===== src/rtl/pipe_array_mult.sv =====
// Pipelined Baugh-Wooley array multiplier with valid/ready handshakes.
// Each stage folds ROWS_PER_STAGE partial-product rows into a running 2*WIDTH sum.
module pipe_array_mult #(
  parameter int unsigned WIDTH          = 8,
  parameter int unsigned ROWS_PER_STAGE = 2
) (
  input  logic               clk,
  input  logic               rst_n,
  input  logic               in_valid,
  output logic               in_ready,
  input  logic [WIDTH-1:0]   in_x,
  input  logic [WIDTH-1:0]   in_y,
  input  logic               in_signed,
  output logic               out_valid,
  input  logic               out_ready,
  output logic [2*WIDTH-1:0] out_p,
  output logic               out_signed,
  output logic               busy
);

  localparam int unsigned STAGES = (WIDTH + ROWS_PER_STAGE - 1) / ROWS_PER_STAGE;
  localparam int unsigned PW     = 2 * WIDTH;
  localparam logic [PW-1:0] BW_CONST = (PW'(1) << WIDTH) | (PW'(1) << (PW - 1));

  // Row i of the partial-product array; in signed mode the bits where exactly one of
  // (row, column) is the MSB are inverted, completed by BW_CONST.
  function automatic logic [PW-1:0] pp_row(input logic [WIDTH-1:0] x, input logic yb,
                                           input int unsigned i, input logic sgn);
    logic [PW-1:0] row;
    logic          b;
    row = '0;
    for (int unsigned j = 0; j < WIDTH; j++) begin
      b = x[j] & yb;
      if (sgn && ((i == WIDTH - 1) != (j == WIDTH - 1))) b = ~b;
      row = row | (PW'(b) << (i + j));
    end
    return row;
  endfunction

  logic [STAGES-1:0]            vld_q;
  logic [STAGES-1:0]            sgn_q;
  logic [STAGES-1:0][WIDTH-1:0] x_q;
  logic [STAGES-1:0][WIDTH-1:0] y_q;
  logic [STAGES-1:0][PW-1:0]    sum_q;
  logic [STAGES-1:0][PW-1:0]    sum_d;
  logic                         stall;

  assign stall      = vld_q[STAGES-1] && !out_ready;
  assign in_ready   = !stall;
  assign out_valid  = vld_q[STAGES-1];
  assign out_p      = sum_q[STAGES-1];
  assign out_signed = sgn_q[STAGES-1];
  assign busy       = |vld_q;

  always_comb begin
    sum_d = '0;
    sum_d[0] = in_signed ? BW_CONST : '0;
    for (int unsigned i = 0; i < WIDTH; i++) begin
      if (i / ROWS_PER_STAGE == 0) sum_d[0] = sum_d[0] + pp_row(in_x, in_y[i], i, in_signed);
    end
    for (int unsigned k = 1; k < STAGES; k++) begin
      sum_d[k] = sum_q[k-1];
      for (int unsigned i = 0; i < WIDTH; i++) begin
        if (i / ROWS_PER_STAGE == k) begin
          sum_d[k] = sum_d[k] + pp_row(x_q[k-1], y_q[k-1][i], i, sgn_q[k-1]);
        end
      end
    end
  end

  // Bubbles travel with the pipeline; everything freezes together on stall.
  always_ff @(posedge clk or negedge rst_n) begin
    if (!rst_n) begin
      vld_q <= '0;
      sgn_q <= '0;
      x_q   <= '0;
      y_q   <= '0;
      sum_q <= '0;
    end else if (!stall) begin
      vld_q[0] <= in_valid;
      sgn_q[0] <= in_signed;
      x_q[0]   <= in_x;
      y_q[0]   <= in_y;
      sum_q[0] <= sum_d[0];
      for (int unsigned k = 1; k < STAGES; k++) begin
        vld_q[k] <= vld_q[k-1];
        sgn_q[k] <= sgn_q[k-1];
        x_q[k]   <= x_q[k-1];
        y_q[k]   <= y_q[k-1];
        sum_q[k] <= sum_d[k];
      end
    end
  end

  logic unused_last;
  assign unused_last = ^{x_q[STAGES-1], y_q[STAGES-1]};

endmodule


===== config.mk =====
export PLATFORM = sky130hd
export DESIGN_NAME = pipe_array_mult
export DESIGN_NICKNAME = d
export VERILOG_FILES = /design/src/rtl/pipe_array_mult.sv
export SDC_FILE = /design/constraint.sdc
export NUM_CORES = 1
export LEC_CHECK = 0
export ABC_AREA = 1
export CORE_ASPECT_RATIO = 0.8
export CORE_UTILIZATION = 51
export DETAILED_ROUTE_END_ITERATION = 8
export PLACE_DENSITY = 0.73
export SYNTH_ARGS = -nofsm -noshare
export SYNTH_HDL_FRONTEND = slang
export SYNTH_SLANG_ARGS = --single-unit

===== constraint.sdc =====
create_clock -name clk -period 4.3 [get_ports clk]
set_input_delay 0.43 -clock clk [delete_from_list [all_inputs] [get_ports clk]]
set_output_delay 0.43 -clock clk [all_outputs]
set_load 0.05 [all_outputs]

# Word-level counts from Yosys, hierarchy flattened
# Index checks and enable logic that the tools add are counted.
dict set report op_classes {
  n_eq_ne 0
  n_mul 0
  mux 15
  order_cmp 0
  n_reduce_logical 4
  bitwise 134
  n_addsub 8
  n_shift 0
  n_div 0
}
# cell n
set ops {}
lappend ops {{$and A1 B1 Y1} 64}
lappend ops {{$or A8 B9 Y9} 7}
lappend ops {{$or A9 B10 Y10} 6}
lappend ops {{$or A7 B8 Y8} 7}
lappend ops {{$or A10 B11 Y11} 4}
lappend ops {{$or A6 B7 Y7} 6}
lappend ops {{$add A16 B16 Y16} 2}
lappend ops {{$or A16 B12 Y16} 2}
lappend ops {{$or A16 B13 Y16} 2}
lappend ops {{$or A16 B14 Y16} 2}
lappend ops {{$or A5 B6 Y6} 5}
lappend ops {{$or A11 B12 Y12} 2}
lappend ops {{$or A4 B5 Y5} 4}
lappend ops {{$add A16 B10 Y16} 1}
lappend ops {{$add A16 B11 Y16} 1}
lappend ops {{$add A16 B12 Y16} 1}
lappend ops {{$add A16 B13 Y16} 1}
lappend ops {{$add A16 B8 Y16} 1}
lappend ops {{$add A16 B9 Y16} 1}
lappend ops {{$mux W16} 1}
lappend ops {{$or A16 B11 Y16} 1}
lappend ops {{$or A16 B15 Y16} 1}
lappend ops {{$mux W1} 14}
lappend ops {{$not A1 Y1} 14}
lappend ops {{7 further kinds} 11}
dict set report totals {
  out_inout_bits 20
  register_bits 120
  mem_bits_ro 0
  mem_count 0
  latch_bits 0
  ramBits 0
}

# Logic depth before layout (Yosys ltp)
# Gate-level depths: netlist (run 1).
dict set report logic_depth {
  depth_word 11
  ltp_mapped 15
  depth_no_buf 14
}

# Worst setup path after synthesis (run 1)
# No wires, ideal clock.
dict set report synth_path {
  kind {reg-to-reg}
  from {register sgn_q[2]}
  to {register sum_q, in the netlist out_p[15]}
  slack_ns 1.698
  path_stages_with_launch 16
  t_arrival_ns 2.478
  setup_time_ns 0.124
  path_buffers 1
  t_required_ns 4.176
  synth_period_minus_slack_ns 2.602
  cell_sequence {dfrtp_1 buf_2 clkinv_1 xor2_1 inv_1 fa_1 inv_1 ha_1 fa_1 nand2_1 nand2_1 and2_1 nand2_1 nand2_1 nand2_1 nand3_1}
}
dict set report synth_between {
  elab_chain_len 9
  word_cells_on_any_way 18
}
# item line_no
set synth_lines {}
lappend synth_lines {{start: declaration} 41} ;# logic [STAGES-1:0] sgn_q;
lappend synth_lines {{start signal: indexed assignment} 87} ;# sgn_q[k] <= sgn_q[k-1];
lappend synth_lines {{parallel branches: the longest is 8 deep, another holds $add A16 B16 Y16} -}
lappend synth_lines {{$add A16 B16 Y16 (*)} 65} ;# sum_d[k] = sum_d[k] + pp_row(x_q[k-1], y_q[k-1][i], i, sgn_q[k-1]);
lappend synth_lines {{end signal: indexed assignment} 90} ;# sum_q[k] <= sum_d[k];
lappend synth_lines {{end: declaration} 44} ;# logic [STAGES-1:0][PW-1:0] sum_q;
# Mark *: on every way between the ends.
# A chain may end at the register's enable or synchronous reset.

# Final worst setup path (run 1)
# Ends and elaborated chain as after synthesis.

==> qor.log, run 1 <==
qor: outcome.status complete, no violations
qor: die.initial_utilization 52.94%
qor: grt.first_global_vias 4831
qor: grt.antenna_found_initial 0
qor: setup_path.cp_data_arrival_time 3.15 ns
qor: timing.fin_tns_setup 0 ns
qor: layout.antenna_cells_inserted 0
qor: layout.mostFrequentLayoutCells 309 x sky130_fd_sc_hd__nand2_1, 128 x sky130_fd_sc_hd__inv_1, 96 x sky130_fd_sc_hd__dfrtp_1
qor: timing.timing.clock.skew 0.008295 ns
qor: placed_design.dp_hpwl 8643 um
qor: layout.reg_area 2402 sq um
qor: setup_path.cp_cell_sequence clkinv_1 > xor2_1 > inv_1 > fa_1 > inv_1 > ha_1 > fa_1 > nand2_1 > nand2_1 > and2_1 > nand2_1 > nand2_1 > nand2_1 > nand3_1
qor: die.floorplan_core_area 11600 sq um
qor: routing.met2_length 5677 um
qor: synthesis.synthFlopType sky130_fd_sc_hd__dfrtp_1
qor: timing.timing.final.setup_violations 0
qor: synthesis.synthDistinctLibCells 25
qor: synthesis.yosysTopAreaCellShare 39.10%
qor: routing.route.antenna.remaining_nets 0
qor: timing.grt_setup_unrepaired false
qor: grt.grt_max_degree 97
qor: clock_tree.post_cts_hold_buffer_count 0
qor: synthesis.ys.warnings.count 0
qor: layout.layout.cells.most_common sky130_fd_sc_hd__nand2_1
qor: layout.multi_input_area 2985 sq um
qor: clock_tree.clockRootBuffer sky130_fd_sc_hd__clkbuf_16
qor: routing.post_drt_wl_per_cell 12.81 um
qor: synthesis.area_of_the_mapped_netlist 6143 sq um
qor: grt.first_pass_grt_wire_length 22170 um
qor: setup_path.r2r_setup_slack 1.40 ns
qor: min_path.worstHoldPathType in -> async
qor: routing.maxUsedRoutingLayer met4
qor: die.floorplan.io_pins 41
qor: setup_path.timing.critical_path.to_type register
qor: layout.drive_above_1_share 3.045%
qor: die.design.die.area 12490 sq um
qor: routing.route.detailed.drc 0
qor: clock_tree.cts_repair_resize_count 0
qor: clock_tree.cts-buffers-inserted 9
qor: synthesis.synth_enable_flop_cells 0
qor: clock_tree.clock_sinks 96
qor: setup_path.crit_startpoint sgn_q[2]
qor: routing.dr.pass1.iters 5
qor: setup_path.cp_num_cells 14
qor: routing.detail_route.iter0.violations 283
qor: die.dieWidth 124.7 um
qor: synthesis.synth_nets 887
qor: setup_path.worstRegToRegCells 14
qor: layout.final_net_count 896
qor: timing.fmax 344.4 MHz
qor: clock_tree.cts_tree built
qor: synthesis.synthCells 807
qor: synthesis.async_reset_ff_share 100.0%
qor: layout.layout.filler_cells 1068
qor: routing.wl_met1 6139 um
qor: synthesis.syn_area_per_cell 7.613 sq um
qor: setup_path.worst_path_max_delay_cell sky130_fd_sc_hd__dfrtp_1
qor: setup_path.critPathRequiredTime 4.55 ns
qor: timing.worst_slew_margin_rel 39.50%
qor: clock_tree.postCtsSetupBuffers 0
qor: setup_path.delay_of_the_slowest_cell_on_the_worst_path 0.48 ns
qor: placed_design.portBuffers 40
qor: grt.grt_remaining_overflow 0
qor: routing.post_detailed_route_via_to_cell_ratio 5.004
qor: clock_tree.clock_insertion_delay_worst_skew 0.36 ns
qor: routing.wl_met3 461 um
qor: timing.finalHoldViolCount 0
qor: setup_path.cp_class reg -> reg
qor: timing.finalCriticalPeriod 2.904 ns
qor: timing.timing.final.max_slew_violations 0
qor: clock_tree.clockBufferDepth 2
qor: routing.wirelength 12420 um
qor: setup_path.worstReg2RegEnd out_p[15]
qor: grt.grt_usage 22.03%
qor: setup_path.critical_path.top_delay_family adder cells
qor: layout.area_delta_synth_final 10.73%
qor: routing.vias 4849
qor: die.std_cell_rows 35
qor: setup_path.path_common_cell sky130_fd_sc_hd__nand2_1
qor: synthesis.post-synth-top-area-cell sky130_fd_sc_hd__dfrtp_1
qor: clock_tree.clock_tree.htree_level_count 3
qor: synthesis.cells_taking_the_most_area_after_synthesis sky130_fd_sc_hd__dfrtp_1 39%, sky130_fd_sc_hd__nand2_1 19%, sky130_fd_sc_hd__fa_1 8.1%
qor: timing.worst_slew_pin_slew 0.9075 ns
qor: clock_tree.clkTransAtPathRegs 0.07 ns
qor: timing.ratio_of_final_minimum_period_to_clock_period 67.53%
qor: synthesis.seq_area_frac_synth 39.10%
qor: setup_path.startpoint_type register
qor: synthesis.ys_seq_elements 96
qor: placed_design.routabilityCongestion 0.8279
qor: setup_path.worst_r2r_startpoint sgn_q[2]
qor: run.maxCapViolCount 0
qor: die.height_of_the_chip 100.2 um
qor: setup_path.buf_inv_on_cp 3
qor: setup_path.worstPathMaxFanout 6
[per-layer routing]
| metal | global-route usage, % | vias up |
|---|---|---|
| met1 | 30.04 | 2294 |
| met5 | 0 | - |
| met4 | 5.931 | 0 |
| met3 | 4.424 | 10 |
| met2 | 36.12 | 92 |
| li1 | - | 2453 |
[kinds of logic (layout without fill, tap and decap cells)]
logic type | Yosys count | after routing | synth area share [%]
AO/OA/AOI/OAI | 77 | 77 | 6.416
XOR/XNOR | 13 | 13 | 1.853
adder cells (fa/ha/maj) | 59 | 59 | 15.07
buffers and inverters | 176 | 190 | 12.30
flip-flops | 96 | 96 | 39.10
AND/OR/NAND/NOR | 386 | 386 | 25.25
[sequential cells by signal (all words and copies together), names as in the netlist]
signal / cells
out_p: 16
sgn_q: 4
sum_q: 36
vld_q: 4
x_q: 24
y_q: 12
[area by class of cell]
| type | count | area share, % |
|---|---|---|
| Sequential cell | 96 | 35.31 |
| Tap cell | 148 | 2.722 |
| Clock buffer | 9 | 3.311 |
| Clock inverter | 7 | 1.361 |
| Multi-Input combinational cell | 535 | 43.88 |
| Inverter | 131 | 7.228 |
| Timing Repair Buffer | 43 | 6.180 |
[stage by stage]
stage          instance area, sq um  utilization [%]  hold WS, ns  instances  setup slack, ns
6_report                       6803            58.62       0.1369        969            1.396
5_1_grt                        6803            58.62       0.1982        969            1.191
4_1_cts                        6803            58.62       0.1667        969            1.409
3_5_place_dp                   6485            55.88       0.4536        953            1.424
3_3_place_gp                   6485            55.88       0.4530        953            1.566
2_1_floorplan                  6143                -       0.1344        807            1.698
[worst max-delay path by stage]
stage	end	slack (ns)
floorplan	out_p[15]	1.70
finish	out_p[15]	1.40
global route	out_p[15]	1.19
global placement	out_p[15]	1.57
detailed placement	out_p[15]	1.42
CTS	out_p[11]	1.41
[Yosys cell counts, types with 2 or more instances]
| library cell | n |
|---|---|
| sky130_fd_sc_hd__nand3_1 | 38 |
| sky130_fd_sc_hd__ha_1 | 34 |
| sky130_fd_sc_hd__nand3b_1 | 8 |
| sky130_fd_sc_hd__o21ai_1 | 6 |
| sky130_fd_sc_hd__buf_2 | 13 |
| sky130_fd_sc_hd__inv_2 | 2 |
| sky130_fd_sc_hd__buf_4 | 17 |
| sky130_fd_sc_hd__inv_1 | 128 |
| sky130_fd_sc_hd__or2_2 | 2 |
| sky130_fd_sc_hd__clkbuf_1 | 13 |
| sky130_fd_sc_hd__dfrtp_1 | 96 |
| sky130_fd_sc_hd__buf_6 | 2 |
| sky130_fd_sc_hd__nand2_1 | 309 |
| sky130_fd_sc_hd__fa_1 | 25 |
| sky130_fd_sc_hd__o22ai_1 | 3 |
| sky130_fd_sc_hd__nand4_1 | 3 |
| sky130_fd_sc_hd__o21ai_0 | 50 |
| sky130_fd_sc_hd__a21oi_1 | 16 |
| sky130_fd_sc_hd__xor2_1 | 13 |
| sky130_fd_sc_hd__and2_1 | 2 |
| sky130_fd_sc_hd__nor2_1 | 23 |
Power of run 1 is not shown: default switching activity piles up to over one toggle a cycle in this logic, so the estimate is an artifact.
==> run 2, diff against run 1 <==
==> constraint.sdc (replaced) <==
create_clock -name clk -period 2.9 [get_ports clk]
set_input_delay 0.29 -clock clk [delete_from_list [all_inputs] [get_ports clk]]
set_output_delay 0.29 -clock clk [all_outputs]
set_load 0.05 [all_outputs]
==> run 2 against run 1 <==
  * Global-route usage shrank 0.79 points
  * Sequential share of layout area shrank 0.24 points
  * Highest routed layer unchanged
  * Core utilization grew 0.40 points
  * Register-to-register slack lost 1.2 ns
  * The run now ends with hold timing left
==> qor.log, run 2 (synthesis gave the netlist of run 1 again) <==
qor: grt.grt_usage 21.24%
qor: setup_path.delay_of_the_slowest_cell_on_the_worst_path 0.49 ns
qor: layout.stdcell_area 6849 sq um
qor: timing.timing.clock.skew 0.009922 ns
qor: layout.multi_input_area 2985 sq um
qor: timing.ratio_of_final_minimum_period_to_clock_period 94.93%
qor: timing.timing.final.max_slew_violations 0
qor: layout.largest_reg_flops 36
qor: grt.grt_max_degree 73
qor: routing.route.antenna.remaining_nets 0
qor: layout.largest-register sum_q
qor: outcome.status finished, violations left
qor: layout.antenna_cells_inserted 0
qor: min_path.worstHoldPathType in -> async
qor: layout.layout.cells.most_common sky130_fd_sc_hd__nand2_1
qor: clock_tree.clock_tree.htree_level_count 3
qor: layout.area_delta_synth_final 11.49%
qor: outcome.failed_checks hold timing
qor: setup_path.worst_path_max_delay_cell sky130_fd_sc_hd__dfrtp_1
qor: die.floorplan_core_area 11600 sq um
qor: grt.first_pass_grt_wire_length 21450 um
qor: die.std_cell_rows 35
qor: timing.timing.final.setup_violations 0
qor: timing.hold_slack -0.006989 ns
qor: setup_path.buf_inv_on_cp 3
qor: timing.fmax 363.3 MHz
qor: placed_design.dp_hpwl 8658 um
qor: die.design.die.area 12490 sq um
qor: clock_tree.clock_sinks 96
qor: grt.grt_remaining_overflow 0
qor: timing.worst_slew_margin_rel 52.40%
qor: routing.route.detailed.drc 0
qor: layout.layout.filler_cells 1035
qor: clock_tree.clockBufferDepth 2
qor: grt.antenna_found_initial 0
qor: run.maxCapViolCount 0
qor: setup_path.cp_class reg -> reg
qor: routing.detail_route.iter0.violations 346
qor: clock_tree.clkTransAtPathRegs 0.07 ns
qor: placed_design.portBuffers 40
qor: timing.worst_slew_pin_slew 0.7141 ns
qor: placed_design.routabilityCongestion 0.8641
qor: setup_path.critPathRequiredTime 3.13 ns
qor: setup_path.cp_data_arrival_time 2.99 ns
qor: layout.mostFrequentLayoutCells 309 x sky130_fd_sc_hd__nand2_1, 128 x sky130_fd_sc_hd__inv_1, 96 x sky130_fd_sc_hd__dfrtp_1
qor: layout.final_net_count 900
qor: routing.vias 4875
qor: timing.finalHoldViolCount 7
qor: layout.final_cells 973
qor: routing.wirelength 12000 um
qor: layout.drive_above_1_share 3.636%
qor: routing.dr.pass1.iters 4
qor: timing.grt_setup_unrepaired false
qor: setup_path.timing.critical_path.to_type register
qor: clock_tree.cts_repair_resize_count 0
qor: placed_design.detailed_place.area 6550 sq um
qor: setup_path.cp_cell_sequence clkinv_1 > xor2_1 > inv_1 > fa_1 > inv_1 > ha_1 > fa_1 > nand2_1 > nand2_1 > and2_1 > nand2_1 > nand2_1 > nand2_1 > nand3_1
qor: setup_path.worstPathMaxFanout 6
qor: grt.first_global_vias 4705
qor: layout.utilization 59.02%
qor: die.floorplan.io_pins 41
qor: clock_tree.cts-buffers-inserted 9
qor: layout.reg_area 2402 sq um
qor: clock_tree.clock_insertion_delay_worst_skew 0.35 ns
qor: die.height_of_the_chip 100.2 um
qor: die.initial_utilization 52.94%
qor: die.dieWidth 124.7 um
qor: clock_tree.clockRootBuffer sky130_fd_sc_hd__clkbuf_16
qor: clock_tree.postCtsSetupBuffers 0
qor: clock_tree.cts_tree built
qor: setup_path.critical_path.top_delay_family adder cells
qor: timing.finalCriticalPeriod 2.753 ns
qor: routing.post_detailed_route_via_to_cell_ratio 5.010
qor: clock_tree.post_cts_hold_buffer_count 0
qor: setup_path.startpoint_type register
qor: placed_design.dpl.cell_count 957
qor: routing.post_drt_wl_per_cell 12.34 um
qor: timing.fin_tns_setup 0 ns
qor: setup_path.path_common_cell sky130_fd_sc_hd__nand2_1
run 2: routing by layer:
metal | wire, um | track usage, % | part of all wire (%) | up-vias
met1 | 6048 | 30.00 | 50 | 2289
met4 | 203 | 6.487 | 1.7 | 0
met3 | 492 | 3.998 | 4.1 | 16
met5 | 0 | 0 | 0 | -
met2 | 5257 | 33.49 | 44 | 111
li1 | - | - | - | 2459
run 2: per-stage QoR:
step                      hold slack, ns  setup slack, ns
after CTS                        0.02235           0.1646
after global placement            0.3939           0.3272
after detailed placement          0.3974           0.1586
after global routing             0.06046         0.007418
final                          -0.006989           0.1471
after floorplan                -0.005591           0.2982
run 2: cell type report:
| cell class | instances | area share, % |
|---|---|---|
| Inverter | 131 | 7.179 |
| Multi-Input combinational cell | 535 | 43.59 |
| Clock inverter | 7 | 1.078 |
| Timing Repair Buffer | 47 | 7.088 |
| Sequential cell | 96 | 35.07 |
| Tap cell | 148 | 2.704 |
| Clock buffer | 9 | 3.288 |
run 2: final timing paths:
check,from,endpoint,slack (ns),depth (start not counted)
worst max-delay path,sgn_q[2],out_p[15],0.15,14
worst min-delay path,rst_n,out_p[14],-0.007,1
worst max register to register,sgn_q[2],out_p[15],0.15,14
worst min register to register,sum_q[34],out_p[2],0.47,2
max in group asynchronous,rst_n,y_q[12],2.23,2
min in group clk,sum_q[34],out_p[2],0.47,2
Power of run 2 is left out for the same reason.
==> run 3, diff against run 2 <==
--- a/config.mk
+++ b/config.mk
@@ -8,8 +8,10 @@
 export ABC_AREA = 1
 export CORE_ASPECT_RATIO = 0.8
 export CORE_UTILIZATION = 51
+export CTS_BUF_LIST = sky130_fd_sc_hd__clkbuf_4 sky130_fd_sc_hd__clkbuf_8
 export DETAILED_ROUTE_END_ITERATION = 8
-export PLACE_DENSITY = 0.73
+export PLACE_DENSITY = 0.7
 export SYNTH_ARGS = -nofsm -noshare
 export SYNTH_HDL_FRONTEND = slang
 export SYNTH_SLANG_ARGS = --single-unit
+export TNS_END_PERCENT = 30
==> run 3 against run 2 <==
  * The flow now finishes without violations
  * Largest cell class unchanged
  * Hold slack improved by 0.48 ns
  * Design area decreased by 1.6%
  * Setup slack improved by 0.12 ns
==> qor.log, run 3 (synthesis gave the netlist of run 1 again) <==
qor: timing.ratio_of_final_minimum_period_to_clock_period 90.90%
qor: layout.drive_above_1_share 3.519%
qor: setup_path.critical_path.top_delay_family adder cells
qor: timing.timing.clock.skew 0.01149 ns
qor: layout.final_net_count 899
qor: grt.grt_remaining_overflow 0
qor: setup_path.timing.critical_path.to_type register
qor: timing.fmax 379.3 MHz
qor: clock_tree.clockBufferDepth 2
qor: timing.timing.final.setup_violations 0
qor: run.maxCapViolCount 0
qor: routing.post_detailed_route_via_to_cell_ratio 4.874
qor: die.dieWidth 124.7 um
qor: setup_path.delay_of_the_slowest_cell_on_the_worst_path 0.48 ns
qor: outcome.status complete, no violations
qor: clock_tree.clock_sinks 96
qor: routing.dr.pass1.iters 4
qor: routing.route.antenna.remaining_nets 0
qor: die.design.die.area 12490 sq um
qor: routing.route.detailed.drc 0
qor: grt.antenna_found_initial 0
qor: timing.worst_slew_margin_rel 41.91%
qor: grt.first_pass_grt_wire_length 21350 um
qor: die.floorplan.io_pins 41
qor: die.std_cell_rows 35
qor: layout.largest-register sum_q
qor: layout.area_delta_synth_final 9.735%
qor: min_path.worstHoldPathType in -> async
qor: layout.mostFrequentLayoutCells 309 x sky130_fd_sc_hd__nand2_1, 128 x sky130_fd_sc_hd__inv_1, 95 x sky130_fd_sc_hd__dfrtp_1
qor: routing.detail_route.iter0.violations 237
qor: setup_path.path_common_cell sky130_fd_sc_hd__nand2_1
qor: timing.worst_slew_pin_slew 0.8714 ns
qor: layout.antenna_cells_inserted 0
qor: routing.post_drt_wl_per_cell 12.09 um
qor: clock_tree.postCtsSetupBuffers 0
qor: die.height_of_the_chip 100.2 um
qor: setup_path.cp_class reg -> reg
qor: setup_path.buf_inv_on_cp 2
qor: setup_path.worst_path_max_delay_cell sky130_fd_sc_hd__dfrtp_1
qor: timing.finalHoldViolCount 0
qor: layout.largest_reg_flops 36
qor: timing.fin_tns_setup 0 ns
qor: placed_design.dp_hpwl 8660 um
qor: layout.layout.cells.most_common sky130_fd_sc_hd__nand2_1
qor: routing.vias 4738
qor: setup_path.startpoint_type register
qor: clock_tree.cts-buffers-inserted 9
qor: grt.grt_max_degree 97
qor: setup_path.critPathRequiredTime 3.15 ns
qor: timing.timing.final.max_slew_violations 0
qor: setup_path.cp_data_arrival_time 2.89 ns
qor: grt.grt_usage 20.93%
qor: die.floorplan_core_area 11600 sq um
qor: timing.finalCriticalPeriod 2.636 ns
qor: clock_tree.cts_tree built
qor: clock_tree.clock_tree.htree_level_count 3
qor: placed_design.portBuffers 40
qor: clock_tree.clkTransAtPathRegs 0.11 ns
qor: timing.grt_setup_unrepaired false
qor: setup_path.cp_cell_sequence nand2_1 > xor2_1 > inv_1 > fa_1 > inv_1 > ha_1 > fa_1 > nand2_1 > nand2_1 > and2_1 > nand2_1 > nand2_1 > nand2_1 > nand3_1
qor: die.initial_utilization 52.94%
qor: clock_tree.clockRootBuffer sky130_fd_sc_hd__clkbuf_8
qor: clock_tree.clock_insertion_delay_worst_skew 0.36 ns
qor: setup_path.worstPathMaxFanout 9
qor: grt.first_global_vias 4659
qor: placed_design.routabilityCongestion 0.8751
qor: routing.wirelength 11760 um
## run 3: changes by cell type in the layout (fill, tap and decap cells not counted)
cell / previous run / this run
sky130_fd_sc_hd__clkbuf_8: 0 / 10
sky130_fd_sc_hd__clkbuf_16: 9 / 0
sky130_fd_sc_hd__inv_6: 0 / 3
sky130_fd_sc_hd__buf_4: 6 / 4
sky130_fd_sc_hd__clkinvlp_4: 2 / 0
sky130_fd_sc_hd__clkinv_8: 1 / 0
sky130_fd_sc_hd__dfrtp_1: 96 / 95
sky130_fd_sc_hd__dfrtp_2: 0 / 1
sky130_fd_sc_hd__dlygate4sd3_1: 0 / 1
sky130_fd_sc_hd__inv_8: 3 / 2
## run 3: path summary, 6_finish.rpt
kind | cells after the start | start | slack [ns] | endpoint
setup / recovery | 14 | y_q[23] | 0.26 | out_p[15]
setup reg to reg | 14 | y_q[23] | 0.26 | out_p[15]
max in group asynchronous | 3 | rst_n | 1.73 | y_q[5]
min in group clk | 3 | in_y[2] | 0.48 | y_q[2]
hold reg to reg | 2 | sum_q[35] | 0.48 | out_p[3]
hold / removal | 2 | rst_n | 0.48 | out_p[1]
## run 3: per-layer routing
| metal | up-vias | GRT usage (%) | wire length, um |
|---|---|---|---|
| li1 | 2456 | - | - |
| met2 | 76 | 33.32 | 5008 |
| met1 | 2198 | 29.94 | 6240 |
| met3 | 8 | 4.318 | 425 |
| met5 | - | 0 | 0 |
| met4 | 0 | 3.985 | 82 |
## run 3: layout make-up
cell class,count,area (sq um)
Sequential cell,96,2404
Clock buffer,10,137.6
Fill cell,1052,4863
Inverter,131,491.7
Clock inverter,6,57.56
Tap cell,148,185.2
Timing Repair Buffer,46,480.5
Multi-Input combinational cell,535,2985
## run 3: stage by stage
step / util [%] / worst slack (ns) / std cells / instance area (sq um) / hold WS [ns]
finish: 58.09 / 0.2638 / 972 / 6741 / 0.4764
global route: 58.09 / 0.02213 / 972 / 6741 / 0.4611
CTS: 58.08 / 0.2283 / 972 / 6740 / 0.4585
detailed placement: 56.31 / 0.2363 / 955 / 6535 / 0.3493
global placement: 56.31 / 0.3205 / 955 / 6535 / 0.3428
floorplan: - / 0.2982 / 807 / 6143 / -0.005591
## run 3: worst reg2reg max path: stages (launching register included)
cell and delay, ns:
sky130_fd_sc_hd__dfrtp_1 0.48, sky130_fd_sc_hd__nand2_1 0.11, sky130_fd_sc_hd__xor2_1 0.14, sky130_fd_sc_hd__inv_1 0.07, sky130_fd_sc_hd__fa_1 0.47, sky130_fd_sc_hd__inv_1 0.04
sky130_fd_sc_hd__ha_1 0.21, sky130_fd_sc_hd__fa_1 0.39, sky130_fd_sc_hd__nand2_1 0.10, sky130_fd_sc_hd__nand2_1 0.07, sky130_fd_sc_hd__and2_1 0.16, sky130_fd_sc_hd__nand2_1 0.08
sky130_fd_sc_hd__nand2_1 0.07, sky130_fd_sc_hd__nand2_1 0.07, sky130_fd_sc_hd__nand3_1 0.07
## run 3: what timing repair did
| action | 4_1_cts | 5_1_grt |
|---|---|---|
| hold buffers | 1 | 0 |
| setup endpoints to repair | 0 | 1 |
| endpoints found under the hold margin | 47 | 0 |
| gates resized for setup | 0 | 1 |
Power of run 3 is left out for the same reason.
